### src/rtl/c17_activity_monitor.sv
// c17_activity_monitor
// Measures per-net switching activity of the C17 benchmark outputs
// (bit0 = 22GAT, bit1 = 23GAT) over a window of 2^WIN_LOG2 sample
// comparisons and hands the toggle counts out over a valid/ready handshake.
// Optional feature: define C17_ACTMON_TOTAL_EN to add res_total, the sum of
// all per-net counts, latched and held together with res_toggles.
module c17_activity_monitor #(
    parameter int OUT_W    = 2,
    parameter int WIN_LOG2 = 8,
    parameter int CNT_W    = WIN_LOG2 + 1
) (
    input  logic                     clk,
    input  logic                     rst_n,
    input  logic                     start,
    input  logic [OUT_W-1:0]         sig_in,
    output logic                     busy,
    output logic                     res_valid,
    input  logic                     res_ready,
    output logic [OUT_W*CNT_W-1:0]   res_toggles
`ifdef C17_ACTMON_TOTAL_EN
    ,
    output logic [CNT_W+((OUT_W > 1) ? $clog2(OUT_W) : 1)-1:0] res_total
`endif
);

    typedef enum logic [1:0] {
        ST_IDLE   = 2'd0,
        ST_PRIME  = 2'd1,
        ST_COUNT  = 2'd2,
        ST_REPORT = 2'd3
    } state_t;

    localparam logic [WIN_LOG2-1:0] WIN_LAST = {WIN_LOG2{1'b1}};

    state_t                 state_q, state_d;
    logic [OUT_W-1:0]       prev_q, prev_d;
    logic [WIN_LOG2-1:0]    win_q, win_d;
    logic                   latch_en;

    // Next-count of every net, flattened; this is what gets latched so the
    // comparison made on the final window cycle is part of the result.
    logic [OUT_W*CNT_W-1:0] cnt_next_flat;

    // Next-state logic plus the shared prime/compare bookkeeping.
    always_comb begin
        state_d  = state_q;
        prev_d   = prev_q;
        win_d    = win_q;
        latch_en = 1'b0;
        case (state_q)
            ST_IDLE: begin
                if (start) begin
                    state_d = ST_PRIME;
                end
            end
            ST_PRIME: begin
                prev_d  = sig_in;
                win_d   = '0;
                state_d = ST_COUNT;
            end
            ST_COUNT: begin
                prev_d = sig_in;
                win_d  = win_q + 1'b1;
                if (win_q == WIN_LAST) begin
                    latch_en = 1'b1;
                    state_d  = ST_REPORT;
                end
            end
            ST_REPORT: begin
                // A new request is only honoured together with the accept,
                // which gives gap-free back-to-back windows.
                if (res_ready) begin
                    state_d = start ? ST_PRIME : ST_IDLE;
                end
            end
            default: state_d = ST_IDLE;
        endcase
    end

    // State, previous-sample and window-counter registers.
    always_ff @(posedge clk or negedge rst_n) begin
        if (!rst_n) begin
            state_q <= ST_IDLE;
            prev_q  <= '0;
            win_q   <= '0;
        end else begin
            state_q <= state_d;
            prev_q  <= prev_d;
            win_q   <= win_d;
        end
    end

    assign busy      = (state_q == ST_PRIME) || (state_q == ST_COUNT);
    assign res_valid = (state_q == ST_REPORT);

    // One toggle counter and one result register per monitored net.
    generate
        for (genvar gi = 0; gi < OUT_W; gi++) begin : gen_net
            logic [CNT_W-1:0] cnt_q, cnt_d;
            logic [CNT_W-1:0] res_q;

            // Clear on prime, add one per observed toggle while counting.
            always_comb begin
                cnt_d = cnt_q;
                if (state_q == ST_PRIME) begin
                    cnt_d = '0;
                end else if (state_q == ST_COUNT) begin
                    cnt_d = cnt_q + CNT_W'(sig_in[gi] ^ prev_q[gi]);
                end
            end

            // Running count and the held result for this net.
            always_ff @(posedge clk or negedge rst_n) begin
                if (!rst_n) begin
                    cnt_q <= '0;
                    res_q <= '0;
                end else begin
                    cnt_q <= cnt_d;
                    if (latch_en) begin
                        res_q <= cnt_d;
                    end
                end
            end

            assign cnt_next_flat[gi*CNT_W +: CNT_W] = cnt_d;
            assign res_toggles[gi*CNT_W +: CNT_W]   = res_q;
        end
    endgenerate

`ifdef C17_ACTMON_TOTAL_EN
    localparam int TOT_W = CNT_W + ((OUT_W > 1) ? $clog2(OUT_W) : 1);

    logic [TOT_W-1:0] total_sum;
    logic [TOT_W-1:0] total_q;

    // Sum of the final per-net counts, taken from the same values latched
    // into res_toggles.
    always_comb begin
        total_sum = '0;
        for (int i = 0; i < OUT_W; i++) begin
            total_sum = total_sum + TOT_W'(cnt_next_flat[i*CNT_W +: CNT_W]);
        end
    end

    // Held total, updated only at latch time.
    always_ff @(posedge clk or negedge rst_n) begin
        if (!rst_n) begin
            total_q <= '0;
        end else if (latch_en) begin
            total_q <= total_sum;
        end
    end

    assign res_total = total_q;
`else
    // Without the total output the next-count vector only feeds the result
    // registers inside gen_net; nothing else to build here.
`endif

endmodule

### config.mk
export PLATFORM = sky130hd
export DESIGN_NAME = c17_activity_monitor
export DESIGN_NICKNAME = d
export VERILOG_FILES = /design/src/rtl/c17_activity_monitor.sv
export SDC_FILE = /design/constraint.sdc
export NUM_CORES = 1
export LEC_CHECK = 0
export CAP_MARGIN = 20
export CORE_UTILIZATION = 35
export DETAILED_ROUTE_END_ITERATION = 8
export PLACE_DENSITY = 0.6
export SYNTH_ARGS = -nofsm -noshare
export SYNTH_HDL_FRONTEND = slang
export SYNTH_SLANG_ARGS = --single-unit
### constraint.sdc
create_clock -name clk -period 1.9 [get_ports clk]
set_input_delay 0.38 -clock clk [delete_from_list [all_inputs] [get_ports clk]]
set_output_delay 0.38 -clock clk [all_outputs]
set_load 0.05 [all_outputs]
==> run summary <==
Status: finished clean
Total Routed Length: 4440 um
Worst path max stage delay: 810 ps
Required @ worst endpoint: 1520 ps
Vias per cell: 5.03
Global-route wire length before repair: 7600 um
Synthesized netlist net count: 222
Clock Path Buffers: 2
Top delay family on crit path: buffers and inverters
#FFs+latches synth: 48
Fin crit period: 1840 ps
HPWL Detailed: 2930 um
Worst-Margin Slew: 500 ps
Count leader, synth: dfrtp_1
Largest area contributor in the netlist: dfrtp_1
TritonCTS buffer count: 5
Crit path cell chain: clkdlybuf4s50_1
Nets: 265
Ant. Diodes: 0
Non-Filler Instances: 328
Max-Cap Viols: 0
Max_slew headroom: 66.6%
Largest net degree at the start of global routing: 49
Power Density: 824 nW/um2
Clock transition at path regs: 80 ps
Max frequency: 545 MHz
Number of top-level pins: 26
Buffer type at the clock tree root: clkbuf_8
RSZ-0062 raised after global routing: false
PortBufs: 25
Crit Path Max Fanout: 2
Fin util: 46.1%
Max-slew violations: 0
Placed Cells: 318
Initial core utilization: 36.2%
Worst r2r src: state_q[1]
Post-route setup TNS: 0 ps
Core area: 6350 um2
Row count: 29
Yosys top cell area share: 52.3%
Final ANT Viol Nets: 0
Die width: 83.0 um
FF-to-FF setup slack: 110 ps
Worst skew pair latency: 300 ps
Class of the worst hold path: input port to async pin
GR Overflow Total: 0
Yosys warning count: 0
Commonest cells post-synth: dfrtp_1, o21ai_0, nor2_1
Sequential fraction of the synthesis area: 52.3%
Height of the die: 83.0 um
R2R depth: 6
Final setup viols: 0
Top cells by area, synth: dfrtp_1, mux2_2, o21ai_0
# hold bufs at CTS: 0
Mapped Cells: 207
Slowest-stage cell, CP: clkdlybuf4s50_1
CP Capture Type: output pin
DR WL/cell: 13.5 um
Gr usage total: 13.7%
CTS HTree Levels: 2
CP Depth: 1
CP Launch Type: flop
Crit path arrival time: 1460 ps
First-pass DRT Iterations: 4
Layout cells sized above 1: 28.7%
Final setup skew: 4.95 ps
Number of flops mapped to enable cells by yosys: 0
Ys async rst share: 100%
CTS tree: yes
Critical path type: flop to output pin
Worst Path Buf+Inv: 1
Syn-to-layout area delta: 27.4%
Remaining DRCs: 0
Max IR drop VDD: 0.444 mV
Cell Area, Synth: 2300 um2
Final Wtd Congestion: 0.757
Die area: 6890 um2
Leak: 0.00128 uW
Hold Slack: 48.1 ps
Iteration-0 DRC Markers: 93
Clk sinks: 48
Synth Flop Type: dfrtp_1
Mean post-synth cell area: 11.1 um2
Distinct cells, synth: 35
Vias: 1650
Reg2reg end: state_q[1]
Ratio of final minimum period to clock period: 96.7%
Fin. Hold Viols: 0
Number of global-route vias before repair: 1575
Initial antenna violation count: 0
cell usage in the layout (no fill, tap or decap), types with 2 or more instances in the layout:
master,instances
dfrtp_1,48
buf_4,25
o21ai_0,22
nor2_1,14
mux2_2,14
nand4_1,11
nand2_1,9
clkdlybuf4s50_1,9
xor2_1,8
inv_1,8
a21oi_1,7
or3_1,6
clkbuf_8,6
mux2i_1,5
nand3_1,5
buf_12,5
nor2b_1,4
o21bai_1,4
ha_2,4
ha_4,3
inv_2,2
xnor2_1,2
a21oi_2,2
o22ai_1,2
o31ai_1,2
ha_1,2
clkbuf_1,2
registers in the layout, summed over array words and instances, names as in the netlist:
| name | cells |
|---|---|
| prev_q | 2 |
| win_q | 8 |
| state_q | 2 |
| gen_net.res_q | 18 |
| gen_net.cnt_q | 18 |
repair_timing:
| action | CTS | global route |
|---|---|---|
| setup endpoints to repair | 16 | 11 |
| pin swaps | 4 | 5 |
| resized for setup | 11 | 8 |
| setup buffers | 0 | 2 |
cell families after synthesis:
| family | after synthesis | share of synthesized area (%) |
|---|---|---|
| AND/OR/NAND/NOR | 58 | 14.0 |
| AO/OA/AOI/OAI | 45 | 12.0 |
| multiplexers | 20 | 9.69 |
| flip-flops | 48 | 52.3 |
| XOR/XNOR | 11 | 4.19 |
| adder cells (fa/ha/maj) | 9 | 4.90 |
| buffers and inverters | 16 | 2.99 |
metal layers:
layer	up-vias	GRT usage, %	share of wire [%]
li1	821	-	-
met1	796	18.7	50
met3	7	2.88	2.8
met2	26	21.8	46
met4	0	4.70	1.6
met5	-	0	0
per-stage QoR:
step | power, uW | instance area [um2] | worst slack (ps)
floorplan | 1620 | 2310 | 25.2
global placement | 1780 | 2750 | -377
detailed placement | 1780 | 2750 | -425
CTS | 2440 | 2870 | -35.5
global route | 2590 | 2930 | 3.32
finish | 2410 | 2930 | 63.6
worst max path at each step:
stage	startpoint	end	slack, ps
2_1_floorplan	state_q[0]	gen_net[0].res_q[2]	30
6_report	gen_net[1].res_q[1]	res_toggles[10]	60
4_1_cts	sig_in[0]	gen_net[0].res_q[8]	-40
3_5_place_dp	sig_in[0]	gen_net[0].res_q[8]	-420
3_3_place_gp	sig_in[1]	gen_net[1].res_q[8]	-380
5_1_grt	gen_net[1].res_q[1]	res_toggles[10]	3
power by group:
part	total [uW]	switching, uW	internal (uW)
Combinational	492	254	237
Clock	617	320	297
Sequential	1300	141	1160
final cells by class:
| class | count | area [um2] |
|---|---|---|
| timing repair buffer | 42 | 404 |
| fill | 593 | 3420 |
| multi-input combinational | 143 | 1100 |
| sequential | 48 | 1200 |
| inverter | 10 | 37.5 |
| clock buffer | 8 | 90.1 |
| tap | 77 | 96.3 |
Note: power is estimated with default switching activity, not from simulation.
